**src/rtl/apu_pkg.sv**
```systemverilog
// Shared definitions for the APU request/response protocol.
// Holds the field widths shared with the responder wrapper, the slot index
// type, and the helpers that compose a transaction tag from
// {core id, slot} and split it back apart.
package apu_pkg;

   localparam int unsigned ID_WIDTH        = 9;
   localparam int unsigned NB_ARGS         = 2;
   localparam int unsigned OPCODE_WIDTH    = 6;
   localparam int unsigned DATA_WIDTH      = 32;
   localparam int unsigned FLAGS_IN_WIDTH  = 15;
   localparam int unsigned FLAGS_OUT_WIDTH = 5;
   localparam int unsigned MAX_OUTSTANDING = 4;

   localparam int unsigned SLOT_W = $clog2(MAX_OUTSTANDING);
   localparam int unsigned CORE_W = ID_WIDTH - SLOT_W;

   typedef logic [SLOT_W-1:0]   slot_t;
   typedef logic [SLOT_W:0]     cnt_t;
   typedef logic [CORE_W-1:0]   core_t;
   typedef logic [ID_WIDTH-1:0] tag_t;

   function automatic tag_t tag_compose(input core_t core, input slot_t slot);
      return {core, slot};
   endfunction

   function automatic slot_t tag_slot(input tag_t tag);
      return tag[SLOT_W-1:0];
   endfunction

   function automatic core_t tag_core(input tag_t tag);
      return tag[ID_WIDTH-1:SLOT_W];
   endfunction

endpackage

```
**src/rtl/apu_rob.sv**
```systemverilog
// Reorder buffer for in-flight APU operations.
// Slots are allocated at the tail in issue order, completed in any order by
// tagged responses, and retired from the head in issue order.
// Ports:
//   clk, rst           clock, synchronous active-high reset
//   alloc_i            allocate the tail slot (caller guarantees alloc_ok_o)
//   alloc_slot_o       slot index that the next allocation will use
//   alloc_ok_o         fewer than MAX_OUTSTANDING slots in use
//   rsp_valid_i/tag/data/flags  response from the APU
//   rsp_err_o          response present but unexpected (wrong core or slot)
//   ret_valid_o        head slot holds a completed result
//   ret_ready_i        consumer takes the head result
//   ret_data_o/flags_o head result payload
//   busy_o             at least one slot in use
module apu_rob
   import apu_pkg::*;
#(
   parameter int unsigned CORE_ID = 0
) (
   input  logic                       clk,
   input  logic                       rst,
   input  logic                       alloc_i,
   output slot_t                      alloc_slot_o,
   output logic                       alloc_ok_o,
   input  logic                       rsp_valid_i,
   input  tag_t                       rsp_tag_i,
   input  logic [DATA_WIDTH-1:0]      rsp_data_i,
   input  logic [FLAGS_OUT_WIDTH-1:0] rsp_flags_i,
   output logic                       rsp_err_o,
   output logic                       ret_valid_o,
   input  logic                       ret_ready_i,
   output logic [DATA_WIDTH-1:0]      ret_data_o,
   output logic [FLAGS_OUT_WIDTH-1:0] ret_flags_o,
   output logic                       busy_o
);

   localparam core_t CORE_TAG = core_t'(CORE_ID);

   logic [MAX_OUTSTANDING-1:0] pending_q, pending_d;
   logic [MAX_OUTSTANDING-1:0] done_q, done_d;
   logic [DATA_WIDTH-1:0]      data_q  [MAX_OUTSTANDING];
   logic [FLAGS_OUT_WIDTH-1:0] flags_q [MAX_OUTSTANDING];
   slot_t                      head_q, head_d;
   slot_t                      tail_q, tail_d;
   cnt_t                       count_q, count_d;

   slot_t rsp_slot;
   logic  rsp_ok;
   logic  retire;

   always_comb begin
      rsp_slot     = tag_slot(rsp_tag_i);
      // A response is only taken for a slot of ours that is waiting for one.
      rsp_ok       = rsp_valid_i && (tag_core(rsp_tag_i) == CORE_TAG) &&
                     pending_q[rsp_slot] && !done_q[rsp_slot];
      rsp_err_o    = rsp_valid_i && !rsp_ok;
      ret_valid_o  = done_q[head_q];
      ret_data_o   = data_q[head_q];
      ret_flags_o  = flags_q[head_q];
      retire       = ret_valid_o && ret_ready_i;
      alloc_ok_o   = (count_q < cnt_t'(MAX_OUTSTANDING));
      alloc_slot_o = tail_q;
      busy_o       = (count_q != '0);

      pending_d = pending_q;
      done_d    = done_q;
      head_d    = head_q;
      tail_d    = tail_q;
      count_d   = count_q;

      // The completing slot cannot be the retiring head (head is already
      // done), and the tail cannot alias a live head because alloc requires
      // a free slot, so these updates never collide.
      if (rsp_ok) begin
         done_d[rsp_slot] = 1'b1;
      end
      if (retire) begin
         pending_d[head_q] = 1'b0;
         done_d[head_q]    = 1'b0;
         head_d            = head_q + slot_t'(1);
      end
      if (alloc_i) begin
         pending_d[tail_q] = 1'b1;
         tail_d            = tail_q + slot_t'(1);
      end

      case ({alloc_i, retire})
         2'b10:   count_d = count_q + cnt_t'(1);
         2'b01:   count_d = count_q - cnt_t'(1);
         default: count_d = count_q;
      endcase
   end

   always_ff @(posedge clk) begin
      if (rst) begin
         pending_q <= '0;
         done_q    <= '0;
         head_q    <= '0;
         tail_q    <= '0;
         count_q   <= '0;
         for (int unsigned i = 0; i < MAX_OUTSTANDING; i++) begin
            data_q[i]  <= '0;
            flags_q[i] <= '0;
         end
      end else begin
         pending_q <= pending_d;
         done_q    <= done_d;
         head_q    <= head_d;
         tail_q    <= tail_d;
         count_q   <= count_d;
         if (rsp_ok) begin
            data_q[rsp_slot]  <= rsp_data_i;
            flags_q[rsp_slot] <= rsp_flags_i;
         end
      end
   end

endmodule

```
**src/rtl/apu_req_issuer.sv**
```systemverilog
// Core-side APU/FPU request issuer.
// Accepts operations from dispatch, issues them on the APU req/gnt channel
// with a {CORE_ID, slot} tag, accepts out-of-order tagged responses and
// retires results to writeback in issue order via apu_rob.
// Handshakes: every channel transfers on a cycle where its valid (req) and
// its ready (gnt) are both high; a valid/req once raised holds its payload
// stable until that transfer cycle. The response channel is always ready.
// Ports:
//   clk, rst                       clock, synchronous active-high reset
//   req_valid_i/req_ready_o        dispatch handshake
//   req_operands_i/op_i/flags_i    operation payload
//   resp_valid_o/resp_ready_i      in-order writeback handshake
//   resp_data_o/resp_flags_o       retired result and status flags
//   busy_o                         any operation in flight
//   err_o                          sticky, unexpected response seen
//   apu_req_o/apu_gnt_i            APU request channel
//   apu_ID_o/operands/op/flags_o   APU request payload
//   apu_rready_o                   constant 1
//   apu_rvalid_i/rdata/rflags/rID  APU response channel
module apu_req_issuer
   import apu_pkg::*;
#(
   parameter int unsigned CORE_ID = 0
) (
   input  logic                            clk,
   input  logic                            rst,
   input  logic                            req_valid_i,
   output logic                            req_ready_o,
   input  logic [NB_ARGS*DATA_WIDTH-1:0]   req_operands_i,
   input  logic [OPCODE_WIDTH-1:0]         req_op_i,
   input  logic [FLAGS_IN_WIDTH-1:0]       req_flags_i,
   output logic                            resp_valid_o,
   input  logic                            resp_ready_i,
   output logic [DATA_WIDTH-1:0]           resp_data_o,
   output logic [FLAGS_OUT_WIDTH-1:0]      resp_flags_o,
   output logic                            busy_o,
   output logic                            err_o,
   output logic                            apu_req_o,
   input  logic                            apu_gnt_i,
   output logic [ID_WIDTH-1:0]             apu_ID_o,
   output logic [NB_ARGS*DATA_WIDTH-1:0]   apu_operands_o,
   output logic [OPCODE_WIDTH-1:0]         apu_op_o,
   output logic [FLAGS_IN_WIDTH-1:0]       apu_flags_o,
   output logic                            apu_rready_o,
   input  logic                            apu_rvalid_i,
   input  logic [DATA_WIDTH-1:0]           apu_rdata_i,
   input  logic [FLAGS_OUT_WIDTH-1:0]      apu_rflags_i,
   input  logic [ID_WIDTH-1:0]             apu_rID_i
);

   localparam core_t CORE_TAG = core_t'(CORE_ID);

   logic                          req_q, req_d;
   tag_t                          id_q, id_d;
   logic [NB_ARGS*DATA_WIDTH-1:0] operands_q, operands_d;
   logic [OPCODE_WIDTH-1:0]       op_q, op_d;
   logic [FLAGS_IN_WIDTH-1:0]     flags_q, flags_d;
   logic                          err_q, err_d;

   logic  accept;
   logic  alloc_ok;
   slot_t alloc_slot;
   logic  rsp_err;

   apu_rob #(
      .CORE_ID (CORE_ID)
   ) u_rob (
      .clk          (clk),
      .rst          (rst),
      .alloc_i      (accept),
      .alloc_slot_o (alloc_slot),
      .alloc_ok_o   (alloc_ok),
      .rsp_valid_i  (apu_rvalid_i),
      .rsp_tag_i    (apu_rID_i),
      .rsp_data_i   (apu_rdata_i),
      .rsp_flags_i  (apu_rflags_i),
      .rsp_err_o    (rsp_err),
      .ret_valid_o  (resp_valid_o),
      .ret_ready_i  (resp_ready_i),
      .ret_data_o   (resp_data_o),
      .ret_flags_o  (resp_flags_o),
      .busy_o       (busy_o)
   );

   always_comb begin
      // The request register frees up in the same cycle it is granted,
      // which gives back-to-back issue; this is the only comb input path.
      req_ready_o = !rst && (!req_q || apu_gnt_i) && alloc_ok;
      accept      = req_valid_i && req_ready_o;

      req_d      = req_q;
      id_d       = id_q;
      operands_d = operands_q;
      op_d       = op_q;
      flags_d    = flags_q;
      err_d      = err_q || rsp_err;

      if (accept) begin
         req_d      = 1'b1;
         id_d       = tag_compose(CORE_TAG, alloc_slot);
         operands_d = req_operands_i;
         op_d       = req_op_i;
         flags_d    = req_flags_i;
      end else if (apu_gnt_i) begin
         req_d = 1'b0;
      end
   end

   always_ff @(posedge clk) begin
      if (rst) begin
         req_q      <= 1'b0;
         id_q       <= '0;
         operands_q <= '0;
         op_q       <= '0;
         flags_q    <= '0;
         err_q      <= 1'b0;
      end else begin
         req_q      <= req_d;
         id_q       <= id_d;
         operands_q <= operands_d;
         op_q       <= op_d;
         flags_q    <= flags_d;
         err_q      <= err_d;
      end
   end

   assign apu_req_o      = req_q;
   assign apu_ID_o       = id_q;
   assign apu_operands_o = operands_q;
   assign apu_op_o       = op_q;
   assign apu_flags_o    = flags_q;
   assign apu_rready_o   = 1'b1;
   assign err_o          = err_q;

endmodule
```
**config.mk**
```make
export PLATFORM = sky130hd
export DESIGN_NAME = apu_req_issuer
export DESIGN_NICKNAME = d
export VERILOG_FILES = /design/src/rtl/apu_pkg.sv /design/src/rtl/apu_rob.sv /design/src/rtl/apu_req_issuer.sv
export SDC_FILE = /design/constraint.sdc
export NUM_CORES = 1
export LEC_CHECK = 0
export BUFFER_PORTS_ARGS = -buffer_cell sky130_fd_sc_hd__buf_2
export CORE_UTILIZATION = 30
export CTS_BUF_LIST = sky130_fd_sc_hd__clkbuf_16
export CTS_CLUSTER_SIZE = 20
export DETAILED_ROUTE_END_ITERATION = 8
export MAX_ROUTING_LAYER = met4
export PLACE_DENSITY = 0.59
export SETUP_SLACK_MARGIN = 0.3
export SLEW_MARGIN = 15
export SYNTH_ARGS = -nofsm -noshare
export SYNTH_HDL_FRONTEND = slang
export SYNTH_HIERARCHICAL = 1
export SYNTH_SLANG_ARGS = --single-unit
```
**constraint.sdc**
```tcl
create_clock -name clk -period 3.35 [get_ports clk]
set_clock_uncertainty 0.15 [all_clocks]
set_input_delay 0.67 -clock clk [delete_from_list [all_inputs] [get_ports clk]]
set_output_delay 0.67 -clock clk [all_outputs]
set_load 0.01 [all_outputs]
```
==> results of run 1 <==
==> cell type report <==
cell class / instances / share of cell area, %
well taps: 511 / 4.52
repair buffers: 287 / 10.9
clock inverters: 24 / 1.37
multi-input cells: 579 / 31.3
diodes: 2 / 0.0354
clock buffers: 29 / 5.13
flip-flops and latches: 254 / 46.5
inverters: 12 / 0.318
==> cells in the mapped netlist (all sizes together) <==
master / instances / area [um^2]
nor2: 121 / 454
xnor2: 1 / 8.76
or3: 1 / 6.26
mux2i: 92 / 921
and4bb: 2 / 25.0
ha: 9 / 113
conb: 2 / 7.51
a311oi: 1 / 8.76
nand2b: 218 / 1370
buf: 45 / 353
dfxtp: 106 / 2120
nand4b: 2 / 17.5
clkbuf: 29 / 110
a31oi: 1 / 6.26
xor2: 2 / 17.5
nor3: 37 / 190
edfxtp: 148 / 4440
nor4b: 2 / 32.5
and3b: 1 / 8.76
mux2: 2 / 22.5
mux4: 37 / 833
nand3b: 3 / 22.5
a211oi: 1 / 7.51
nand2: 8 / 30.0
a221oi: 3 / 45.0
nor2b: 1 / 13.8
o21ai: 1 / 5.00
nand3: 5 / 25.0
a21oi: 7 / 35.0
nor4: 2 / 33.8
and4b: 1 / 10.0
o21a: 1 / 7.51
o22ai: 1 / 20.0
a31o: 1 / 8.76
and3: 1 / 6.26
o221ai: 3 / 26.3
inv: 12 / 45.0
nor3b: 2 / 15.0
fa: 1 / 20.0
==> flip-flops by register name, indices dropped and copies added, names as in the netlist, named ones only <==
register	count
u_rob/flags_q	20
apu_op_o	6
u_rob/pending_q	4
u_rob/count_q	3
err_o	1
u_rob/done_q	4
apu_flags_o	15
apu_ID_o	2
u_rob/head_q	2
apu_req_o	1
u_rob/alloc_slot_o	2
apu_operands_o	64
u_rob/data_q	128
==> cells in the final DEF, fill, tap and decap left out, types with 2 or more instances in the layout <==
cell type,netlist,final
a21oi_1,7,7
a221oi_2,3,3
and4bb_2,2,2
buf_12,0,4
buf_2,9,264
buf_4,16,19
bufinv_16,0,3
clkbuf_16,0,29
clkinv_2,0,5
conb_1,2,8
dfxtp_1,106,104
diode_2,0,2
edfxtp_1,148,148
ha_1,9,9
inv_1,12,23
inv_6,0,3
mux2_2,2,2
mux2i_1,92,92
mux4_2,37,37
nand2_1,8,7
nand2b_1,217,214
nand2b_2,0,3
nand3_1,5,4
nand3b_1,3,3
nand4b_1,2,2
nor2_1,121,121
nor3_1,36,36
nor3b_1,2,2
nor4_4,1,2
o221ai_1,3,3
xor2_1,2,2
==> per-layer routing <==
layer	up-vias	track usage (%)
met5	-	-
met4	0	3.27
met3	39	3.62
met2	262	24.3
met1	3687	18.5
li1	3648	-
==> worst paths after layout <==
check                           from                  to  cells past startpoint
setup / recovery                flop     resp_data_o[17]                      3
hold / removal    req_operands_i[12]  apu_operands_o[12]                      3
setup reg to reg     u_rob/head_q[0]    u_rob/count_q[2]                      8
hold reg to reg      apu_flags_o[10]     apu_flags_o[10]                      2
==> kinds of logic after synthesis <==
logic type	after synthesis	synth area share [%]
adder cells (fa/ha/maj)	10	1.16
AND/OR/NAND/NOR	407	19.8
AO/OA/AOI/OAI	20	1.49
flip-flops	254	57.3
multiplexers	131	15.5
buffers and inverters	86	4.44
other	2	0.0656
XOR/XNOR	3	0.230
==> metrics by stage <==
step | cell area [um^2] | total power (uW)
final | 14100 | 7200
after global routing | 14100 | 7480
after CTS | 14100 | 7320
after detailed placement | 13200 | 4180
after global placement | 13200 | 4170
after floorplan | 11500 | 3910
==> critical path: cells and delay by family, from the launching register on <==
kind	cells	cell delay [ns]
muxes	1	0.58
DFF	1	0.52
buffers and inverters	2	0.45
==> where the power goes <==
part	leakage (uW)	internal, uW	switching (uW)	total, uW
registers	0.00240	3430	59.1	3490
clock network	0.000496	1800	1300	3100
logic	0.00280	282	334	616
total	0.00570	5510	1690	7200
==> what timing repair did <==
action / in CTS / in global routing
setup endpoints to repair: 26 / 0
hold buffers: 0 / 0
setup buffers: 0 / 0
resized for setup: 1 / 0
==> key figures, run 1 <==
Floorplan
  – Die Height: 197 um
  – FP Rows: 71
  – Starting Density: 30.5%
  – Die X: 197 um
  – IO Count: 274
  – Core area: 37600 um^2
  – Die ar.: 39000 um^2

Cells and area
  – Layout cells sized above 1: 32.7%
  – Multi-input logic area: 4420 um^2
  – Nets: 1310
  – Storage cell area: 6570 um^2
  – Fillers: 3743
  – Syn-to-layout area delta: 23.5%
  – Filler-free cell count of the finished design: 1698
  – Final Util: 37.6%

Worst setup path
  – Worst endpoint required time: 2.53 ns
  – Critical path's slowest cell: mux4_2
  – Top fanout value on the critical path: 26
  – Crit end category: output port
  – Critical path startpoint category: flop
  – Critical path class: reg2out
  – Max incr delay on CP: 0.58 ns
  – Crit-path cells: buf_12, mux4_2, buf_2
  – Internal reg-to-reg setup slack: 0.70 ns
  – Worst EP arrival: 2.11 ns

Routing
  – Drt first pass iters: 4
  – Iter 0 DRT Violations: 396
  – WL met2: 13600 um
  – Routed WL per cell: 17.0 um
  – Routed WL: 28800 um
  – Vias after detailed routing: 7636
  – Top sig layer: met4
  – Drt drc: 0
  – Routed Antenna Nets: 0
  – Vias per inst: 4.50
  – M1 WL: 12600 um
  – WL met3: 2160 um

Placed design
  – Placer congestion estimate: 0.736
  – PortBufs: 265
  – Cells after DPL: 1643
  – Pre-CTS setup slack: 0.511 ns
  – Detailed placement HPWL: 18800 um

Global route
  – All-layer global routing usage: 14.8%
  – Total global routing overflow: 0
  – First-pass GRT wire length: 43400 um
  – Largest net degree at the start of global routing: 105
  – Initial antenna violation count: 2
  – Vias in the first global route: 7752

STA
  – Slew HR: 60.1%
  – Fin crit period: 2.93 ns
  – Final period util: 87.5%
  – Final worst setup slack: 0.419 ns
  – Fmax: 341 MHz
  – Endpoints failing setup: 0
  – Setup TNS: 0 ns
  – Min Hold Slack: 0.207 ns
  – Slew Limit Fails: 0
  – Final Hold Viols: 0
  – RSZ-0062 raised after global routing: false
  – Measured slew at the worst slew-check pin: 0.581 ns

Logic synthesis
  – Register area share after synthesis: 57.3%
  – Yosys cell types: 47
  – YS warnings: 6
  – #FFs+latches synth: 254
  – Post-synthesis average cell area: 12.5 um^2
  – Synth Cell Area: 11400 um^2
  – Synth Instances: 913

Run
  – Total of max-cap violations: 0

Clocking
  – Maximum root-to-sink buffer count: 3
  – CTS tree: built
  – Clock buffer count from CTS: 29
  – Root buffer cell: clkbuf_16
  – Clk slew on worst S/H paths: 0.06 ns
  – Clock sinks: 254
  – H-Tree Depth: 1
  – Clk_lat worst skew: 0.56 ns

Run status
  – Outcome: complete, no violations

Power and ir drop
  – Pleak: 0.00570 uW
  – Max VDD drop: 323 uV
  – Pwr dens: 509 nW/um^2

Min path
  – Worst min-delay path category: in2reg
No activity file was read; power rests on OpenSTA's default activity.
==> inputs of run 2 (changes only) <==
Settings changed: CORE_UTILIZATION 30 to 35, PLACE_DENSITY 0.59 to 0.65.
==> run 2 against run 1 <==
Global-route usage increased by 1.4 points; worst setup slack improved by 0.16 ns; final area about the same; sequential cell count unchanged; non-clock buffer count decreased by 1; die area decreased by 14%; worst hold slack improved by 0.030 ns; clock power increased by 5%; via count decreased by 1.4%; critical path type unchanged; critical endpoint is now resp_data_o[1].
==> key figures, run 2 (synthesis gave the netlist of run 1 again) <==
STA
  – Slew HR: 49.5%
  – Final period util: 82.7%
  – Final Hold Viols: 0
  – Fin crit period: 2.77 ns
  – Slew Limit Fails: 0
  – Endpoints failing setup: 0
  – Setup TNS: 0 ns
  – Fmax: 361 MHz
  – RSZ-0062 raised after global routing: false
  – Measured slew at the worst slew-check pin: 0.758 ns

Run status
  – Outcome: complete, no violations

Routing
  – Routed WL per cell: 16.4 um
  – Routed Antenna Nets: 0
  – Vias per inst: 4.64
  – Iter 0 DRT Violations: 432
  – Drt first pass iters: 4
  – Drt drc: 0
  – Routed WL: 26500 um
  – Vias after detailed routing: 7527

Clocking
  – H-Tree Depth: 1
  – CTS tree: built
  – CTS Hold Buffers Added: 0
  – Setup Buffers After CTS: 0
  – Clock sinks: 254
  – Post-cts resize count: 0
  – Clock buffer count from CTS: 29
  – Maximum root-to-sink buffer count: 3
  – Clk_lat worst skew: 0.54 ns
  – Root buffer cell: clkbuf_16
  – Clk slew on worst S/H paths: 0.06 ns

Placed design
  – PortBufs: 265
  – Placer congestion estimate: 0.719
  – Detailed placement HPWL: 17000 um
  – Cells after DPL: 1566

Worst setup path
  – Top fanout value on the critical path: 37
  – Critical path startpoint category: flop
  – Crit end category: output port
  – Critical path class: reg2out
  – Worst EP arrival: 1.95 ns
  – Worst endpoint required time: 2.53 ns

Floorplan
  – Starting Density: 35.9%
  – FP Rows: 65
  – Core area: 31900 um^2
  – Die Height: 183 um
  – IO Count: 274
  – Die X: 183 um
  – Die ar.: 33400 um^2

Global route
  – Initial antenna violation count: 3
  – All-layer global routing usage: 16.2%
  – GR Layer Usage met1: 20.0%
  – Grt met2 use: 27.3%
  – Largest net degree at the start of global routing: 103
  – First-pass GRT wire length: 41600 um
  – Met3 Use GR: 3.89%
  – GRT busiest layer: met2
  – Total global routing overflow: 0
  – Vias in the first global route: 7858

Cells and area
  – Nets: 1309
  – Fillers: 2985
  – Filler-free cell count of the finished design: 1621
  – Layout cells sized above 1: 32.7%
  – Commonest non-fill, non-tap cell in the layout: buf_2
  – Most frequent cells in the layout: buf_2, nand2b_1, edfxtp_1
  – Syn-to-layout area delta: 23.7%
  – Max reg flops: 128
  – Top reg by flops: u_rob/data_q

Power and ir drop
  – Pwr dens: 521 nW/um^2
  – Max VDD drop: 358 uV
  – Pleak: 0.00573 uW

Min path
  – Worst min-delay path category: in2reg

Run
  – Total of max-cap violations: 0
run 2: changes by cell type in the layout (fill, tap and decap cells not counted), sizes merged:
cell	delta
diode	-1
clkinv	+5
inv	-6
bufinv	+3
buf	-1
clkinvlp	-1
run 2: where the power goes:
| part | total [uW] | internal, uW | switching (uW) |
|---|---|---|---|
| clock network | 3260 | 2020 | 1240 |
| logic | 618 | 289 | 329 |
| registers | 3490 | 3430 | 56.7 |
run 2: layout make-up:
| class | count | area [um^2] | area share (%) |
|---|---|---|---|
| sequential | 254 | 6570 | 46.4 |
| tap | 435 | 544 | 3.84 |
| clock buffer | 29 | 726 | 5.13 |
| antenna | 1 | 2.50 | 0.0177 |
| inverter | 12 | 45.0 | 0.318 |
| multi-input combinational | 579 | 4420 | 31.2 |
| clock inverter | 25 | 264 | 1.86 |
| timing repair buffer | 286 | 1590 | 11.2 |
run 2: per-stage QoR:
step	util [%]	instance area (um^2)	total power (uW)	hold slack, ns	setup WS (ns)
detailed placement	41.3	13200	4180	0.307	0.542
global route	44.4	14200	7660	0.218	0.464
CTS	44.4	14200	7470	0.206	0.517
global placement	41.3	13200	4170	0.303	0.562
finish	44.4	14200	7370	0.236	0.578
floorplan	-	11500	3910	0.303	0.558
run 2: worst max-delay path, stage by stage (launching register included):
cell and delay, ns:
dfxtp_2 0.34, buf_12 0.28, mux4_2 0.58, buf_2 0.16
run 2: final timing paths:
path / start / to / slack [ns] / depth (start not counted)
setup / recovery: flop / resp_data_o[1] / 0.58 / 3
hold / removal: req_operands_i[40] / apu_operands_o[40] / 0.24 / 3
setup reg to reg: u_rob/head_q[0] / u_rob/count_q[2] / 0.73 / 8
hold reg to reg: err_o / err_o / 0.31 / 2
run 2: metal layers:
layer | vias up | routed length [um]
li1 | 3652 | -
met1 | 3554 | 11300
met2 | 296 | 12600
met3 | 25 | 2380
met4 | 0 | 276
met5 | - | 0
